File: src/rtl/apb_regfile_slave_if.sv
// APB4 bus bundle for apb_regfile_slave: requester drives the request
// signals through the master modport, the register file answers through
// the slave modport.
interface apb_regfile_slave_if #(
    parameter int ADDR_WIDTH = 16,
    parameter int DATA_WIDTH = 32
);
    localparam int PSTRB_WIDTH = DATA_WIDTH / 8;

    logic [ADDR_WIDTH-1:0]  PADDR;
    logic [2:0]             PPROT;
    logic                   PSELx;
    logic                   PENABLE;
    logic                   PWRITE;
    logic [DATA_WIDTH-1:0]  PWDATA;
    logic [PSTRB_WIDTH-1:0] PSTRB;
    logic [DATA_WIDTH-1:0]  PRDATA;
    logic                   PSLVERR;
    logic                   PREADY;

    modport master (
        output PADDR, PPROT, PSELx, PENABLE, PWRITE, PWDATA, PSTRB,
        input  PRDATA, PSLVERR, PREADY
    );

    modport slave (
        input  PADDR, PPROT, PSELx, PENABLE, PWRITE, PWDATA, PSTRB,
        output PRDATA, PSLVERR, PREADY
    );
endinterface

File: src/rtl/apb_regfile_slave.sv
// APB4 completer in front of NUM_REGS memory-mapped registers.
// Supports programmable wait states, byte-strobe writes, read-only status
// words taken from hw_status, privileged-only access and error responses.
// Optional protocol checker: define APB_REGFILE_PROTCHK_EN to build the
// sticky prot_err flag; otherwise prot_err is tied low.
//
// Response registers (PREADY/PRDATA/PSLVERR) are loaded on the edge that
// enters the completing ACCESS cycle, so a zero-wait transfer completes in
// the first ACCESS cycle while the outputs still come straight from flops.
// The FSM state names the phase the bus was last seen in.
module apb_regfile_slave #(
    parameter int                   ADDR_WIDTH  = 16,
    parameter int                   DATA_WIDTH  = 32,
    parameter int                   NUM_REGS    = 16,
    parameter int                   WAIT_STATES = 0,
    parameter logic [NUM_REGS-1:0]  RO_MASK     = '0,
    parameter bit                   PRIV_ONLY   = 1'b0,
    parameter logic [DATA_WIDTH-1:0] RESET_VAL  = '0
) (
    input  logic                           clk,
    input  logic                           PRESETn,
    apb_regfile_slave_if.slave             bus,
    output logic [NUM_REGS*DATA_WIDTH-1:0] reg_q,
    input  logic [NUM_REGS*DATA_WIDTH-1:0] hw_status,
    output logic                           prot_err
);
    localparam int         PSTRB_WIDTH = DATA_WIDTH / 8;
    localparam int         IDX_LSB     = $clog2(PSTRB_WIDTH);
    localparam logic [3:0] WAIT_LAST   = 4'(WAIT_STATES);

    typedef enum logic [1:0] {IDLE, SETUP, ACCESS} state_t;

    state_t                state;
    logic [3:0]            wait_cnt;
    logic                  ready_q;
    logic                  slverr_q;
    logic [DATA_WIDTH-1:0] rdata_q;
    logic [DATA_WIDTH-1:0] regs [NUM_REGS];

    logic [ADDR_WIDTH-1:0] word_addr;
    logic                  misaligned;
    logic                  out_of_range;
    logic                  priv_fail;
    logic                  ro_hit;
    logic                  access_err;
    logic [DATA_WIDTH-1:0] rd_value;
    logic                  load_resp;
    logic                  commit;
    logic                  unused_prot;

    // Only PPROT[0] (privileged) matters to this block.
    assign unused_prot = ^bus.PPROT[2:1];

    assign bus.PREADY  = ready_q;
    assign bus.PSLVERR = slverr_q;
    assign bus.PRDATA  = rdata_q;

    // Decode the live address: word index, error conditions and read value
    always_comb begin
        word_addr    = bus.PADDR >> IDX_LSB;
        misaligned   = (bus.PADDR & ADDR_WIDTH'(PSTRB_WIDTH - 1)) != '0;
        out_of_range = word_addr >= ADDR_WIDTH'(NUM_REGS);
        priv_fail    = PRIV_ONLY && !bus.PPROT[0];
        ro_hit       = 1'b0;
        rd_value     = '0;
        for (int i = 0; i < NUM_REGS; i++) begin
            if (word_addr == ADDR_WIDTH'(i)) begin
                ro_hit   = RO_MASK[i];
                rd_value = RO_MASK[i] ? hw_status[i*DATA_WIDTH +: DATA_WIDTH] : regs[i];
            end
        end
        access_err = misaligned || out_of_range || priv_fail || (bus.PWRITE && ro_hit);
    end

    // Decide whether the next cycle is the completing ACCESS cycle
    always_comb begin
        load_resp = 1'b0;
        if (bus.PSELx && !bus.PENABLE) begin
            load_resp = (WAIT_LAST == 4'd0);
        end else if (bus.PSELx && bus.PENABLE && state != IDLE && !ready_q) begin
            load_resp = (wait_cnt + 4'd1 == WAIT_LAST);
        end
    end

    // A write lands on the edge that ends its completing cycle, error-free only
    assign commit = ready_q && bus.PSELx && bus.PENABLE && bus.PWRITE &&
                    !access_err && (state != IDLE);

    // Transfer FSM with wait counter and registered response
    always_ff @(posedge clk or negedge PRESETn) begin
        if (!PRESETn) begin
            state    <= IDLE;
            wait_cnt <= '0;
            ready_q  <= 1'b0;
            slverr_q <= 1'b0;
            rdata_q  <= '0;
        end else begin
            ready_q  <= load_resp;
            slverr_q <= load_resp && access_err;
            rdata_q  <= (load_resp && !bus.PWRITE && !access_err) ? rd_value : '0;
            case (state)
                IDLE: begin
                    if (bus.PSELx && !bus.PENABLE) begin
                        state    <= SETUP;
                        wait_cnt <= '0;
                    end
                end
                SETUP, ACCESS: begin
                    if (!bus.PSELx) begin
                        state    <= IDLE;
                        wait_cnt <= '0;
                    end else if (!bus.PENABLE) begin
                        state    <= SETUP;
                        wait_cnt <= '0;
                    end else if (ready_q) begin
                        state    <= IDLE;
                        wait_cnt <= '0;
                    end else begin
                        state    <= ACCESS;
                        wait_cnt <= wait_cnt + 4'd1;
                    end
                end
                default: begin
                    state    <= IDLE;
                    wait_cnt <= '0;
                end
            endcase
        end
    end

    // Register bank: byte-lane writes on completion, reset to RESET_VAL
    always_ff @(posedge clk or negedge PRESETn) begin
        if (!PRESETn) begin
            for (int i = 0; i < NUM_REGS; i++) begin
                regs[i] <= RESET_VAL;
            end
        end else if (commit) begin
            for (int i = 0; i < NUM_REGS; i++) begin
                if (word_addr == ADDR_WIDTH'(i)) begin
                    for (int k = 0; k < PSTRB_WIDTH; k++) begin
                        if (bus.PSTRB[k]) begin
                            regs[i][k*8 +: 8] <= bus.PWDATA[k*8 +: 8];
                        end
                    end
                end
            end
        end
    end

    genvar g;
    generate
        for (g = 0; g < NUM_REGS; g++) begin : g_export
            assign reg_q[g*DATA_WIDTH +: DATA_WIDTH] = regs[g];
        end
    endgenerate

`ifdef APB_REGFILE_PROTCHK_EN
    logic [ADDR_WIDTH-1:0] addr_q;
    logic                  write_q;
    logic [DATA_WIDTH-1:0] wdata_q;
    logic                  prot_err_q;

    // Capture setup-phase attributes and flag protocol violations (sticky)
    always_ff @(posedge clk or negedge PRESETn) begin
        if (!PRESETn) begin
            addr_q     <= '0;
            write_q    <= 1'b0;
            wdata_q    <= '0;
            prot_err_q <= 1'b0;
        end else begin
            if (bus.PSELx && !bus.PENABLE) begin
                addr_q  <= bus.PADDR;
                write_q <= bus.PWRITE;
                wdata_q <= bus.PWDATA;
            end
            if ((state == IDLE && bus.PENABLE) ||
                (state != IDLE && bus.PSELx && bus.PENABLE &&
                 (bus.PADDR != addr_q || bus.PWRITE != write_q || bus.PWDATA != wdata_q)) ||
                (state == ACCESS && !bus.PSELx && !ready_q)) begin
                prot_err_q <= 1'b1;
            end
        end
    end

    assign prot_err = prot_err_q;
`else
    assign prot_err = 1'b0;
`endif

endmodule

File: src/flat_wrapper.sv
// flat-port wrapper written by rule: the top's interface ports become plain ports
module apb_regfile_slave_flat 
#(
    parameter int                   ADDR_WIDTH  = 16,
    parameter int                   DATA_WIDTH  = 32,
    parameter int                   NUM_REGS    = 16,
    parameter int                   WAIT_STATES = 0,
    parameter logic [NUM_REGS-1:0]  RO_MASK     = '0,
    parameter bit                   PRIV_ONLY   = 1'b0,
    parameter logic [DATA_WIDTH-1:0] RESET_VAL  = '0
)
  (clk, PRESETn, reg_q, hw_status, prot_err, bus_PADDR, bus_PPROT, bus_PSELx, bus_PENABLE, bus_PWRITE, bus_PWDATA, bus_PSTRB, bus_PRDATA, bus_PSLVERR, bus_PREADY);
  apb_regfile_slave_if #(.ADDR_WIDTH(ADDR_WIDTH), .DATA_WIDTH(DATA_WIDTH)) bus_i ();
  input  logic clk;
  input  logic PRESETn;
  output logic [NUM_REGS*DATA_WIDTH-1:0] reg_q;
  input  logic [NUM_REGS*DATA_WIDTH-1:0] hw_status;
  output logic prot_err;
  input wire logic [$bits(bus_i.PADDR)-1:0] bus_PADDR;
  input wire logic [$bits(bus_i.PPROT)-1:0] bus_PPROT;
  input wire logic [$bits(bus_i.PSELx)-1:0] bus_PSELx;
  input wire logic [$bits(bus_i.PENABLE)-1:0] bus_PENABLE;
  input wire logic [$bits(bus_i.PWRITE)-1:0] bus_PWRITE;
  input wire logic [$bits(bus_i.PWDATA)-1:0] bus_PWDATA;
  input wire logic [$bits(bus_i.PSTRB)-1:0] bus_PSTRB;
  output wire logic [$bits(bus_i.PRDATA)-1:0] bus_PRDATA;
  output wire logic [$bits(bus_i.PSLVERR)-1:0] bus_PSLVERR;
  output wire logic [$bits(bus_i.PREADY)-1:0] bus_PREADY;
  assign bus_i.PADDR = bus_PADDR;
  assign bus_i.PPROT = bus_PPROT;
  assign bus_i.PSELx = bus_PSELx;
  assign bus_i.PENABLE = bus_PENABLE;
  assign bus_i.PWRITE = bus_PWRITE;
  assign bus_i.PWDATA = bus_PWDATA;
  assign bus_i.PSTRB = bus_PSTRB;
  assign bus_PRDATA = bus_i.PRDATA;
  assign bus_PSLVERR = bus_i.PSLVERR;
  assign bus_PREADY = bus_i.PREADY;
  apb_regfile_slave #(.ADDR_WIDTH(ADDR_WIDTH), .DATA_WIDTH(DATA_WIDTH), .NUM_REGS(NUM_REGS), .WAIT_STATES(WAIT_STATES), .RO_MASK(RO_MASK), .PRIV_ONLY(PRIV_ONLY), .RESET_VAL(RESET_VAL)) u_core (.clk(clk), .PRESETn(PRESETn), .bus(bus_i), .reg_q(reg_q), .hw_status(hw_status), .prot_err(prot_err));
endmodule
File: config.mk
export PLATFORM = sky130hd
export DESIGN_NAME = apb_regfile_slave_flat
export DESIGN_NICKNAME = d
export VERILOG_FILES = /design/src/rtl/apb_regfile_slave_if.sv /design/src/rtl/apb_regfile_slave.sv /design/src/flat_wrapper.sv
export SDC_FILE = /design/constraint.sdc
export NUM_CORES = 1
export LEC_CHECK = 0
export CORE_AREA = 3 3 430 432
export CTS_CLUSTER_SIZE = 8
export DETAILED_ROUTE_END_ITERATION = 16
export DIE_AREA = 0 0 433 435
export GPL_TIMING_DRIVEN = 0
export HOLD_SLACK_MARGIN = 0.03
export PLACE_DENSITY = 0.33
export SLEW_MARGIN = 0
export SYNTH_ARGS = -nofsm -noshare
export SYNTH_HDL_FRONTEND = slang
export SYNTH_SLANG_ARGS = --single-unit
File: constraint.sdc
create_clock -name clk -period 2.3 [get_ports clk]
set_input_delay 0.69 -clock clk [delete_from_list [all_inputs] [get_ports clk]]
set_output_delay 0.69 -clock clk [all_outputs]
set_load 0.01 [all_outputs]
==> results.cfg, run 1 <==
[placement]
hpwl_mm = 165
place_congestion = 0.807
portBuffers = 602
dp_slack_ps = -4250

[synth]
synth_top_area_share_pct = 53.5
syn_nets = 2622
yosys-top-cells-area = dfrtp_1 54%, mux2_2 23%, mux2i_1 2.0%
synth_seq_area_share_pct = 53.5
netlist_area_um2 = 25800
ys_seq_elements = 552
synthFlopType = dfrtp_1
async_flop_share_pct = 100
synth_cell_type_count = 74
synth-edff-count = 0
syn_area_per_cell_um2 = 12.6
netlist_instances = 2046
synth_top_area_cell = dfrtp_1
yosysWarnings = 0

[power]
leakagePower_nw = 20.9
internal_power_mw = 16.7
ir_worst_vdd_mv = 0.471
clkPwrFrac_pct = 50.1
switchingPower_mw = 6.23
combPwrFrac_pct = 7.4
swShare_pct = 27.2
power.density_nw_per_um2 = 517
seqPwrFrac_pct = 42.5

[final_layout]
final_nets = 3614
multi_input_area_um2 = 14300
regArea_um2 = 14000
areaGrowthSynthToFinish_pct = 71.9
fill_cells = 19183
drive_gt1_share_pct = 48.2

[clock_network]
cts_tree = built
numCtsBuffers = 81
numClockSinks = 552
clockRootBuffer = clkbuf_16
insertion_delay_ps = 700
cts_max_level = 3
cts_buffer_depth = 3
clkTransAtPathRegs_ps = 60

[detailed_routing]
antenna_left = 0
routedWlPerCell_um = 41.8
drc_errors = 0
drtIter0Drc = 1877
drt-total-wl_mm = 227
drtPass1Iterations = 5
vias_per_cell = 4.52
vias = 24602

[floorplan]
design.core.area_um2 = 181000
rows = 156
ios = 1119
die_h_um = 435
die_area_um2 = 188000
start_util_pct = 14.3
die_w_um = 433

[setup_path]
critPathTopFamily = simple AND/OR/NAND/NOR gates
path_cells = buf_6, or4_4, buf_12, nor4_4, buf_6, buf_6, a22o_1, nor3_2, a221o_1, a221oi_2
arrival_ps = 3070
cpMostUsedCell = buf_6
worst_ep_required_time_ps = 2900
cp_slowest_stage_delay_ps = 640
worst-path-max-fanout = 4
crit_slowest_cell = or4_4
setup.worst_path.class = in2reg
critPathCaptureType = flop
path_buf_inv = 4
cp-start-kind = input pin

[sta]
fmax_ghz = 0.404
fin_crit_sh_pct = 108
setup_viol = 282
maxSlewViolCount = 0
fin_crit_ps = 2480
final_critical_path_setup_slack_ps = -176
finalClockSkew_ps = 27.2
worstMarginPinSlew_ps = 783
rsz0062_at_grt = true
hold_ws_ps = 114
max_slew_margin_pct = 47.8
hold_viol = 0
tns_ps = -20690

[global_route]
gr-total-overflow = 0
grt_max_degree = 104
antenna_found_initial = 46
grt_pass1_wl_mm = 284
grt_usage_pct = 23.3
grt_pass1_vias = 24498

[worst_hold_path]
hp-class = in2async

[job]
max-cap-violations = 0

[status]
status = complete, but fails checks
violations = setup timing
==> kinds of logic after synthesis <==
logic type      after synthesis  synth area share [%]
mux                         580                  25.6
flops                       552                  53.5
compound gates              432                  11.4
simple gates                333                  7.00
buf+inv                     142                  2.22
fa+ha+maj                     4                 0.194
xor+xnor                      2                0.0679
other cells                   1                0.0145
==> sequential cells by signal (all words and copies together), names as in the netlist <==
signal              count
u_core.bus.PRDATA      32
u_core.bus.PREADY       1
u_core.bus.PSLVERR      1
u_core.reg_q          512
u_core.state            2
u_core.wait_cnt         4
==> worst reg2reg max path: stages (launching register included) <==
cell and delay [ps]:
dfrtp_1 420, ha_2 210, xnor2_1 140, and4b_1 250
a21boi_4 90, or4_4 650, buf_12 220, a311oi_2 290
==> synth_stat cells (8+ instances only) <==
master	instances
or2_2	8
a21oi_1	76
a211oi_1	9
mux4_2	12
o221ai_1	11
o22ai_1	49
a22oi_1	38
a221oi_1	15
o32ai_1	8
nand2_2	32
mux2i_1	51
nand3_1	15
and2_1	8
a32oi_1	8
buf_1	13
a2111oi_0	14
o2bb2ai_1	8
nor2b_1	8
o21ai_0	88
dfrtp_1	552
nor2_4	16
nor3_1	13
inv_1	13
a31oi_1	12
nand2_1	84
nor2_1	78
o211ai_1	19
a22o_1	19
nor4_1	8
buf_2	21
nor2_2	16
mux2_2	517
clkbuf_1	90
==> per-layer routing <==
layer | global-route usage [%] | vias up | part of all wire (%)
li1 | - | 9733 | -
met1 | 31.2 | 13272 | 44
met2 | 34.7 | 1256 | 42
met3 | 6.99 | 341 | 8.5
met4 | 9.44 | 0 | 5.1
met5 | 0 | - | 0
==> metrics by stage <==
stage,area [um^2],power [mW],utilization [%],cells
global placement,35400,11.2,19.6,5018
floorplan,26400,10.3,-,2046
CTS,43200,23.2,23.9,5401
detailed placement,35900,11.3,19.8,5037
global route,44400,23.6,24.5,5430
finish,44400,22.9,24.5,5438
==> path summary, 6_finish.rpt <==
kind | startpoint | end | slack, ps | cells past startpoint
min in group clk | u_core.wait_cnt[3] | u_core.wait_cnt[3] | 510 | 2
max in group asynchronous | PRESETn | u_core.reg_q[167] | 610 | 5
worst max-delay path | bus_PADDR[6] | u_core.bus.PRDATA[26] | -180 | 10
worst min register to register | u_core.wait_cnt[3] | u_core.wait_cnt[3] | 510 | 2
worst min-delay path | PRESETn | u_core.wait_cnt[3] | 110 | 3
worst max register to register | u_core.wait_cnt[0] | u_core.bus.PRDATA[25] | -90 | 7
==> repair_timing <==
action / 4_1_cts / 5_1_grt
hold endpoints to repair: 54 / 0
gates cloned: 12 / 1
resized for setup: 1390 / 222
endpoints found under the setup margin: 1146 / 475
setup buffers: 254 / 32
hold buffers: 4 / 0
pin swaps: 145 / 122
==> layout make-up <==
| class | count | area share [%] |
|---|---|---|
| clock inverters | 8 | 0.299 |
| repair buffers | 917 | 21.0 |
| flip-flops and latches | 552 | 31.5 |
| multi-input cells | 1352 | 32.2 |
| clock buffers | 95 | 4.78 |
| inverters | 14 | 0.130 |
| diodes | 10 | 0.0564 |
| plain buffers | 120 | 3.38 |
| well taps | 2370 | 6.68 |
==> placed cells by master (no fill, tap or decap), drive strengths merged, types with 8 or more instances in the layout <==
| cell | count |
|---|---|
| clkdlybuf4s15 | 30 |
| a221oi | 15 |
| a22oi | 38 |
| nor3 | 15 |
| mux4 | 12 |
| a31oi | 12 |
| and2 | 8 |
| a32oi | 8 |
| inv | 18 |
| nand3 | 16 |
| o32ai | 8 |
| mux2i | 51 |
| o211ai | 19 |
| nor2b | 8 |
| a21oi | 76 |
| o22ai | 49 |
| diode | 10 |
| o21ai | 88 |
| o2bb2ai | 8 |
| nor2 | 110 |
| dfrtp | 552 |
| a2111oi | 14 |
| dlygate4sd2 | 508 |
| nor4 | 13 |
| clkbuf | 177 |
| mux2 | 517 |
| nand2 | 116 |
| or2 | 9 |
| a22o | 19 |
| buf | 368 |
| o221ai | 11 |
| clkdlybuf4s50 | 43 |
| a211oi | 9 |
==> power by group through the flow <==
stage / clock (mW) / sequential (mW) / combinational, mW
after floorplan: 0 / 9.92 / 0.394
after global placement: 0 / 9.95 / 1.30
after detailed placement: 0 / 9.92 / 1.39
after CTS: 11.8 / 9.75 / 1.64
after global routing: 12.1 / 9.75 / 1.76
final: 11.5 / 9.75 / 1.69
Power figures use the tool's default switching activity.
==> inputs of run 2 (changes only) <==
CELL_PAD_IN_SITES_DETAIL_PLACEMENT = 1   (was unset)
CELL_PAD_IN_SITES_GLOBAL_PLACEMENT = 1   (was unset)
CORE_AREA = 3 3 435 437   (was 3 3 430 432)
DIE_AREA = 0 0 438 440   (was 0 0 433 435)
PLACE_DENSITY = 0.39   (was 0.33)
==> run 2 against run 1 <==
  * The run still ends with setup timing left
  * Sequential share of layout area barely moved
  * Combinational power rose by 3%
  * First-iteration DRC count rose by 5.4%
  * Critical path type unchanged
  * Critical endpoint is now u_core.bus.PRDATA[6]
  * Largest cell class unchanged
  * Largest power group unchanged
  * Highest routed layer unchanged
==> results.cfg, run 2 (same netlist as run 1, synthesis figures left out) <==
[global_route]
gr-total-overflow = 0
grt_pass1_wl_mm = 288
antenna_found_initial = 39
grt_usage_pct = 23.1
grt_max_degree = 103
grt_pass1_vias = 24945

[clock_network]
clkTransAtPathRegs_ps = 60
insertion_delay_ps = 710
numClockSinks = 552
cts_tree = built
clockRootBuffer = clkbuf_16
cts_max_level = 3
numCtsBuffers = 81
cts_buffer_depth = 3

[setup_path]
rr_startpoint = u_core.wait_cnt[0]
setup.worst_path.class = in2reg
worst_ep_required_time_ps = 2850
arrival_ps = 3050
cp-startpoint = bus_PADDR[6]
worst-path-max-fanout = 7
critPathCaptureType = flop
cp-start-kind = input pin

[status]
status = complete, but fails checks
violations = setup timing

[job]
max-cap-violations = 0

[sta]
rsz0062_at_grt = true
fmax_ghz = 0.400
fin_crit_sh_pct = 109
setup_viol = 420
hold_viol = 0
maxSlewViolCount = 0
hold_ws_ps = 79.3
final_critical_path_setup_slack_ps = -199
worstMarginPinSlew_ps = 1120
fin_crit_ps = 2500
max_slew_margin_pct = 25.0
finalClockSkew_ps = 24.6

[power]
ir_worst_vdd_mv = 0.405
leakagePower_nw = 20.7
power.density_nw_per_um2 = 511
combPwrFrac_pct = 7.7
swShare_pct = 26.9
switchingPower_mw = 6.12
internal_power_mw = 16.6
clkPwrFrac_pct = 49.4
seqPwrFrac_pct = 42.9

[detailed_routing]
drtPass1Iterations = 6
vias = 24345
vias_per_cell = 4.40
drt-total-wl_mm = 230
routedWlPerCell_um = 41.5
drtIter0Drc = 1979
drc_errors = 0
antenna_left = 0

[final_layout]
final_nets = 3592
regArea_um2 = 14000
areaGrowthSynthToFinish_pct = 72.2
drive_gt1_share_pct = 48.9
multi_input_area_um2 = 14500
fill_cells = 20591
largest_reg_flops = 512
layout_commonest_cell = dlygate4sd2_1
final_cell_mix = 483 x dlygate4sd2_1, 420 x dfrtp_1, 288 x mux2_2
instances_no_fill = 5531

[floorplan]
rows = 158
start_util_pct = 13.9
design.core.area_um2 = 185000
ios = 1119
die_h_um = 440
die_area_um2 = 193000
die_w_um = 438

[placement]
place_congestion = 0.805
place_inst = 5143
hpwl_mm = 167
portBuffers = 602

[worst_hold_path]
hp-class = in2async
==> run 2: cell types whose count changed in the layout (fill, tap and decap cells not counted), sizes merged <==
cell,change
clkbuf,+5
clkdlybuf4s18,-1
diode,+8
buf,-23
dlygate4sd3,+2
clkdlybuf4s15,+17
dlygate4sd2,-25
clkdlybuf4s50,+1
inv,-1
==> run 2: worst paths after layout <==
kind / cells after the start / slack, ps / endpoint
max: 12 / -200 / u_core.bus.PRDATA[6]
min: 3 / 80 / u_core.bus.PRDATA[21]
max reg2reg: 7 / -60 / u_core.bus.PRDATA[10]
min reg2reg: 1 / 520 / u_core.reg_q[387]
max in group asynchronous: 3 / 530 / u_core.reg_q[203]
min in group clk: 1 / 520 / u_core.reg_q[387]
==> run 2: critical path: stages <==
cell       delay (ps)
buf_8             100
or4_4             650
buf_12            200
buf_16            140
nor2_4            120
buf_12            140
buf_16            170
buf_12            120
a21oi_2            40
nor2_1            120
o21ai_1            80
a2111oi_2         430
==> run 2: area by class of cell <==
type,instances,area share (%)
sequential,552,31.4
multi-input combinational,1352,32.6
clock buffer,93,4.73
clock inverter,7,0.113
inverter,14,0.129
timing repair buffer,896,20.5
antenna,18,0.101
tap,2480,6.98
buffer,119,3.32
==> run 2: per-stage QoR <==
| step | power, mW | util, % | worst slack [ps] | TNS, ps | area [um^2] |
|---|---|---|---|---|---|
| 6_report | 22.7 | 24.0 | -199 | -27230 | 44400 |
| 4_1_cts | 23.0 | 23.4 | -177 | -4620 | 43300 |
| 2_1_floorplan | 10.3 | - | -377 | -189380 | 26400 |
| 3_3_place_gp | 11.3 | 19.2 | -28380 | - | 35500 |
| 5_1_grt | 23.5 | 24.0 | -194 | -27280 | 44400 |
| 3_5_place_dp | 11.3 | 19.4 | -4130 | -1616170 | 35900 |
==> run 2: repair_timing <==
| action | in CTS | in global routing |
|---|---|---|
| buffers inserted | 241 | 21 |
| pin swaps | 149 | 101 |
| endpoints found under the setup margin | 1188 | 527 |
| resized for setup | 1461 | 252 |
| endpoints found under the hold margin | 52 | 0 |
| hold buffers | 8 | 0 |
| cloned | 12 | 0 |
==> run 2: power by group through the flow <==
| stage | sequential (mW) | combinational, mW | clock [mW] |
|---|---|---|---|
| after floorplan | 9.92 | 0.394 | 0 |
| after global placement | 9.95 | 1.31 | 0 |
| after detailed placement | 9.92 | 1.40 | 0 |
| after CTS | 9.75 | 1.68 | 11.5 |
| after global routing | 9.75 | 1.82 | 11.9 |
| final | 9.75 | 1.74 | 11.2 |
==> run 2: routing by layer <==
layer	vias to the layer above	GRT usage (%)	wire length, um
met5	-	0	0
met2	1137	34.8	98300
met3	292	6.49	17100
li1	9675	-	-
met1	13241	31.3	103000
met4	0	8.54	10900
==> RTL change, RTL diff (settings of run 2) <==
`PRIV_ONLY` is set to 1'b0 in 2 places; all go to 1'b1.
--- a/src/rtl/apb_regfile_slave.sv
+++ b/src/rtl/apb_regfile_slave.sv
@@ -14,7 +14,7 @@
     parameter int                   NUM_REGS    = 16,
     parameter int                   WAIT_STATES = 0,
     parameter logic [NUM_REGS-1:0]  RO_MASK     = '0,
-    parameter bit                   PRIV_ONLY   = 1'b0,
+    parameter bit                   PRIV_ONLY   = 1'b1,
     parameter logic [DATA_WIDTH-1:0] RESET_VAL  = '0
 ) (
     input  logic                           clk,
--- a/src/flat_wrapper.sv
+++ b/src/flat_wrapper.sv
@@ -6,7 +6,7 @@
     parameter int                   NUM_REGS    = 16,
     parameter int                   WAIT_STATES = 0,
     parameter logic [NUM_REGS-1:0]  RO_MASK     = '0,
-    parameter bit                   PRIV_ONLY   = 1'b0,
+    parameter bit                   PRIV_ONLY   = 1'b1,
     parameter logic [DATA_WIDTH-1:0] RESET_VAL  = '0
 )
   (clk, PRESETn, reg_q, hw_status, prot_err, bus_PADDR, bus_PPROT, bus_PSELx, bus_PENABLE, bus_PWRITE, bus_PWDATA, bus_PSTRB, bus_PRDATA, bus_PSLVERR, bus_PREADY);
Formal check against the unedited RTL: not equivalent (a bounded check fails within 4 cycles, from zero or initial values and one cycle with PRESETn low).
==> RTL change against run 2 <==
- the run still ends with negative setup slack left
- setup slack got worse by 220 ps
- routed wire length increased by 1.0%
- clock skew increased by 8.1 ps
- synthesized area increased by 0.54%
- non-clock buffer count decreased by 20
- sequential power about the same
- sequential cell count unchanged
- power increased by 2.5%
- die area unchanged
- via count increased by 2.8%
- critical path depth decreased by 3
- global-route usage decreased by 0.11 points
- core utilization increased by 1.1 points
- cell area increased by 4.6%
- largest cell class unchanged
- largest power group unchanged
- highest routed layer unchanged
==> RTL change: results (changes against run 2) <==
* Outcome: finished with violations (unchanged)
* Violated checks: negative setup slack (unchanged)
* Via/cell ratio at 4.48 (was 4.40)
* Max-Slew Margin vs Limit at 41.8% (was 25.0%)
* Fill cell total of the finished layout at 20,300 (was 20,600)
* Final setup margin at -417 ps (was -199 ps)
* Maximum resistive drop on vdd at 0.445 mV (was 0.405 mV)
* Clock Network Area Fraction at 5.02% (was 4.84%)
* Switching power as a share of total power at 27.1% (was 26.9%)
* Number of antenna repair diodes at 11 (was 18)
* Met3 Resource Use GR at 7.41% (was 6.49%)
* Post-Layout Cell Count at 5,588 (was 5,531)
* Crit-path slowest cell: sky130_fd_sc_hd__nand4b_1 (was sky130_fd_sc_hd__or4_4)
* Count of hold-fix buffers inserted at cts at 1 (was 8)
* Met2 track demand over resource at 35.1% (was 34.8%)
* Clock insertion delay at the later pin of the skew report at 730 ps (was 710 ps)
* Launching element of the worst setup path: u_core.state[1] (was bus_PADDR[6])
* Met3 routed wirelength at 21,600 um (was 17,100 um)
* Worst endpoint data arrival time at 3300 ps (was 3050 ps)
* Final number of setup-violating endpoints at 537 (was 420)
* Source of the worst register-to-register timing path: u_core.state[1] (was u_core.wait_cnt[0])
* Non-clock buffer total of the final layout at 995 (was 1,015)
* Layout multi-input combinational cell count at 1,433 (was 1,352)
* Routability Congestion at 0.875 (was 0.805)
* Non-clock buffer share at 25.7% (was 23.9%)
* Register share of the cell area at 30.0% (was 31.4%)
* Maximum number of pins on one net before global-route repair at 102 (was 103)
* Synthesized net count at 2,706 (was 2,622)
[RTL change: changes by cell type after synthesis, moves of 13 or more]
cell	before	now
sky130_fd_sc_hd__mux2i_1	51	36
sky130_fd_sc_hd__nand2_4	0	28
sky130_fd_sc_hd__nor2_1	78	108
sky130_fd_sc_hd__mux2_1	0	334
sky130_fd_sc_hd__nor3_1	13	26
sky130_fd_sc_hd__nand2_2	32	16
sky130_fd_sc_hd__a22oi_1	38	59
sky130_fd_sc_hd__o21ai_0	88	107
sky130_fd_sc_hd__a22o_1	19	6
sky130_fd_sc_hd__nand2_1	84	117
sky130_fd_sc_hd__mux2_2	517	192
sky130_fd_sc_hd__a21oi_1	76	114
